**src/rtl/regfile_alu_pkg.sv**
```systemverilog
// Shared constants for the register-file / ALU execute datapath.
//   DATA_W   : register and ALU data width
//   ADDR_W   : register index width
//   NUM_REGS : number of architectural registers
//   ALU_*    : 4-bit ALU operation encodings
package regfile_alu_pkg;

  localparam int unsigned DATA_W   = 32;
  localparam int unsigned ADDR_W   = 5;
  localparam int unsigned NUM_REGS = 1 << ADDR_W;

  localparam logic [3:0] ALU_AND = 4'b0000;
  localparam logic [3:0] ALU_OR  = 4'b0001;
  localparam logic [3:0] ALU_ADD = 4'b0010;
  localparam logic [3:0] ALU_SUB = 4'b0110;
  localparam logic [3:0] ALU_SLT = 4'b0111;
  localparam logic [3:0] ALU_NOR = 4'b1100;

endpackage : regfile_alu_pkg

```
**src/rtl/regfile_alu_datapath_alu_core.sv**
```systemverilog
// Combinational MIPS-style ALU.
//   a, b        : operands
//   alu_control : operation select (ALU_* encodings); unknown codes give 0
//   result      : operation result (ADD/SUB wrap modulo 2**DATA_W)
//   zero        : 1 when result is all zeros
module alu_core
  import regfile_alu_pkg::*;
(
  input  logic [DATA_W-1:0] a,
  input  logic [DATA_W-1:0] b,
  input  logic [3:0]        alu_control,
  output logic [DATA_W-1:0] result,
  output logic              zero
);

  // Operation select; default keeps unused encodings at a defined zero.
  always_comb begin
    result = '0;
    case (alu_control)
      ALU_AND: result = a & b;
      ALU_OR:  result = a | b;
      ALU_ADD: result = a + b;
      ALU_SUB: result = a - b;
      ALU_SLT: result = DATA_W'($signed(a) < $signed(b));
      ALU_NOR: result = ~(a | b);
      default: result = '0;
    endcase
  end

  assign zero = (result == '0);

endmodule : alu_core

```
**src/rtl/regfile_alu_datapath.sv**
```systemverilog
// Execute-stage datapath: 32x32 register file (2 async read, 1 sync write)
// feeding a combinational ALU.
//   clk, reset                 : clock, synchronous active-high reset (clears all regs)
//   readAddress0/1             : operand A/B register indices
//   writeAddress/Data/Enable   : write port, committed on rising clk
//   ALUControl                 : ALU operation select
//   readData0/1                : combinational register contents (r0 reads 0)
//   DataOut, ZeroOut           : combinational ALU result and zero flag
module regfile_alu_datapath
  import regfile_alu_pkg::*;
(
  input  logic              clk,
  input  logic              reset,
  input  logic [ADDR_W-1:0] readAddress0,
  input  logic [ADDR_W-1:0] readAddress1,
  input  logic [ADDR_W-1:0] writeAddress,
  input  logic [DATA_W-1:0] writeData,
  input  logic              writeEnable,
  input  logic [3:0]        ALUControl,
  output logic [DATA_W-1:0] readData0,
  output logic [DATA_W-1:0] readData1,
  output logic [DATA_W-1:0] DataOut,
  output logic              ZeroOut
);

  logic [DATA_W-1:0] regs [NUM_REGS];

  // Register array; reset wins over a same-cycle write, r0 never written.
  always_ff @(posedge clk) begin
    if (reset) begin
      for (int unsigned i = 0; i < NUM_REGS; i++) begin
        regs[ADDR_W'(i)] <= '0;
      end
    end else if (writeEnable && (writeAddress != '0)) begin
      regs[writeAddress] <= writeData;
    end
  end

  // Reads see pre-edge state (no write bypass); r0 forced to zero.
  assign readData0 = (readAddress0 == '0) ? '0 : regs[readAddress0];
  assign readData1 = (readAddress1 == '0) ? '0 : regs[readAddress1];

  alu_core u_alu_core (
    .a           (readData0),
    .b           (readData1),
    .alu_control (ALUControl),
    .result      (DataOut),
    .zero        (ZeroOut)
  );

endmodule : regfile_alu_datapath

```
**config.mk**
```make
export PLATFORM = sky130hd
export DESIGN_NAME = regfile_alu_datapath
export DESIGN_NICKNAME = d
export VERILOG_FILES = /design/src/rtl/regfile_alu_pkg.sv /design/src/rtl/regfile_alu_datapath_alu_core.sv /design/src/rtl/regfile_alu_datapath.sv
export SDC_FILE = /design/constraint.sdc
export NUM_CORES = 2
export LEC_CHECK = 0
export CAP_MARGIN = 20
export CORE_UTILIZATION = 55
export DETAILED_ROUTE_END_ITERATION = 16
export GPL_ROUTABILITY_DRIVEN = 0
export PLACE_DENSITY = 0.72
export RECOVER_POWER = 25
export SLEW_MARGIN = 30
export SYNTH_ARGS = -nofsm -noshare
export SYNTH_HDL_FRONTEND = slang
export SYNTH_SLANG_ARGS = --single-unit
```
**constraint.sdc**
```tcl
create_clock -name clk -period 15.6 [get_ports clk]
set_input_delay 3.12 -clock clk [delete_from_list [all_inputs] [get_ports clk]]
set_output_delay 3.12 -clock clk [all_outputs]
set_load 0.005 [all_outputs]
```
==> key figures <==
Status
  • Status: finished with violations
  • Failing checks: max-capacitance violations, max-slew violations

Timing
  • Fmax achieved: 71.6 MHz
  • RSZ-0062 raised after global routing: false
  • Final Hold Violating Endpoints: 0
  • Setup ws final: 1.64 ns
  • Rel. slew slack: -134%
  • Final Critical Period: 13.96 ns
  • Fin. max-slew vios: 759
  • Part of the cycle the worst path needs: 89.5%
  • Setup TNS Final: 0 ns
  • Setup Viol. Count Final: 0
  • Tightest Pin Transition: 3.52 ns
  • Final hold slack: 3.05 ns

Die
  • I/O pins: 151
  • DIE HEIGHT: 331 µm
  • Core Footprint: 107,000 µm²
  • Chip Width: 331 µm
  • Site Rows: 120
  • Initial core utilization: 55.6%
  • Total die area: 110,000 µm²

Critical path
  • Critical Path AT: 10.84 ns
  • Worst EP required: 12.48 ns
  • Crit path buffers/inverters: 4
  • Worst path most repeated cell: or4_1
  • CP delay by family, top: simple AND/OR/NAND/NOR gates
  • CP max stage cell: or4_1
  • Critical Path Sink Type: output pin
  • Setup crit start kind: input port
  • Worst path max stage delay: 0.57 ns
  • Max Fanout on Critical Path: 66
  • CP cell instances: buf_8, buf_4, mux4_2, mux4_2, nand2b_1, a21o_1, inv_1, ha_1, nor2b_1, a2111oi_0, a21oi_1, a32o_1, nor2_1, o21ai_0, or4_1, or4_1, or4_1, or3_1, or4_1, nor4b_2, clkdlybuf4s50_1
  • Levels on crit path: 21
  • Setup CP Type: input port to output pin

Clock network
  • Num CTS Buffers: 107
  • PostCTS Resize Cnt: 0
  • Root buffer cell: clkbuf_16
  • CTS H-Tree Depth: 3
  • Cts-stage hold buffer count: 0
  • Clock slew at reported path FFs: 0.06 ns
  • Clk sink count: 1,024
  • CTS tree: built
  • Setup Fix Bufs, Post-CTS: 0
  • Worst-case clock buffer depth: 3

Cells and area
  • Area of the multi-input gates: 27,300 µm²
  • Leading registers by flop count: regs x1024
  • Fillers: 7,896
  • Final net count: 4,303
  • Number of flip-flops in the largest register: 1,024
  • Fin util: 61.5%
  • Layout cell share with drive strength beyond 1: 23.6%
  • Storage cell area: 30,700 µm²
  • Top reg by flops: regs
  • Area Growth Syn to Fin: 10.7%

Synth
  • Seq/Total Area, Yosys: 51.6%
  • EDFF count, synth: 1,024
  • Syn Inst Count: 4,142
  • Synth Flop Type: edfxtp_1
  • Synth warn: 0
  • Asr flop ratio synth: 0%
  • Mapped cell area: 59,600 µm²
  • Count of cell types in the netlist: 82
  • FF+latch count, synth: 1,024
  • Avg Cell Area, Syn: 14.4 µm²

Pwr
  • Leak: 22.9 nW
  • Pwr dens: 110 nW/µm²
  • Total power: 7.28 mW
  • Worst vdd ir: 0.0867 mV

Global route
  • Global route total overflow: 0
  • First-pass GRT wire length: 280 mm
  • Global Route Usage Sum: 36.1%
  • Largest net degree at the start of global routing: 96
  • Vias in the first global route: 39,200
  • Initial antenna violation count: 15

Detailed routing
  • Post-Route WL: 198 mm
  • DRC Markers: 0
  • Via-per-instance ratio: 7.06
  • First DRT Iteration DRCs: 6,628
  • DR WL/cell: 35.0 µm
  • Vias: 39,900
  • DRT Pass-1 Iters: 8
  • Post-route ant nets: 0

Min path
  • Hold path cells: 2
  • Hold WC Path Type: input port to flip-flop

Placed design
  • Port bufs: 150
  • Place WS: 1.78 ns
  • HPWL after DPL: 116 mm

Job
  • Max-Cap Viols: 22
-- synth_stat cells (all sizes together), types with 5 or more instances --
| cell type | count | area [µm²] |
|---|---|---|
| edfxtp | 1024 | 30700 |
| nor3 | 20 | 100 |
| or3 | 6 | 37.5 |
| nor4 | 8 | 50.1 |
| a31oi | 7 | 43.8 |
| nand3 | 25 | 125 |
| nor3b | 6 | 45.0 |
| nand2 | 155 | 582 |
| o311ai | 5 | 43.8 |
| ha | 95 | 1190 |
| o21ai | 52 | 260 |
| o21a | 9 | 67.6 |
| nand4 | 10 | 62.6 |
| a21o | 74 | 556 |
| a211o | 6 | 53.8 |
| o22ai | 5 | 31.3 |
| or4 | 11 | 82.6 |
| o31a | 10 | 87.6 |
| xnor2 | 7 | 61.3 |
| clkbuf | 333 | 1250 |
| a211oi | 13 | 97.6 |
| and2 | 995 | 6220 |
| nand3b | 7 | 52.6 |
| nor2b | 9 | 63.8 |
| a221o | 10 | 100 |
| inv | 103 | 387 |
| o21bai | 8 | 60.1 |
| a21oi | 76 | 380 |
| or2 | 34 | 213 |
| mux4 | 626 | 14100 |
| nand2b | 42 | 263 |
| and3 | 6 | 37.5 |
| o31ai | 8 | 60.1 |
| a221oi | 26 | 228 |
| nor2 | 121 | 454 |
| nand4b | 5 | 43.8 |
| buf | 70 | 283 |
| o211ai | 17 | 128 |
| mux2i | 29 | 290 |
-- metrics by stage --
step | instance area [µm²] | std cells
finish | 66000 | 5648
global route | 66000 | 5644
CTS | 66100 | 5644
detailed placement | 62600 | 5446
global placement | 62700 | 5446
floorplan | 59700 | 4173
-- final cells by class --
| class | count | area share [%] |
|---|---|---|
| well taps | 1403 | 2.66 |
| clock inverters | 74 | 1.03 |
| clock buffers | 124 | 4.19 |
| multi-input cells | 2643 | 41.4 |
| inverters | 103 | 0.586 |
| repair buffers | 273 | 3.53 |
| diodes | 4 | 0.0152 |
| flip-flops and latches | 1024 | 46.6 |
-- cell families after synthesis --
family          after synthesis  synth area share (%)
compound gates              373                  4.40
mux                         659                  24.2
simple gates               1474                  14.4
flops                      1024                  51.6
other cells                   1               0.00629
fa+ha+maj                    97                  2.06
buf+inv                     506                  3.22
xor+xnor                      8                 0.118
-- layer usage --
metal / share of wire [%] / global-route usage, %
met1: 35 / 48.5
met5: 0.042 / 0
met4: 5.7 / 17.6
met2: 45 / 54.4
met3: 15 / 10.3
-- path summary, 6_finish.rpt --
kind / startpoint / end / slack, ns
max: readAddress0[0] / ZeroOut / 1.64
min: writeData[10] / regs[11][10] / 3.05
-- power breakdown --
part	switching [mW]	leakage, nW	internal (mW)	total, mW
combinational	0.862	11.5	0.610	1.47
sequential	0.0749	9.75	3.18	3.26
clock	1.12	1.69	1.44	2.55
-- placed cells by master (no fill, tap or decap), drive strengths merged, types with 11 or more instances in the layout --
master and instances:
nand2 155, o21ai 52, nor2 121, o211ai 17, nor3 20, or2 34
conb 32, clkbuf 147, a21oi 76, a211oi 13, a21o 74, inv 108
edfxtp 1024, clkdlybuf4s50 118, mux4 626, ha 95, mux2i 29, a221oi 26
buf 132, nand2b 42, and2 995, nand3 25, clkinv 54, or4 11
No activity file was read; power rests on OpenSTA's default activity.
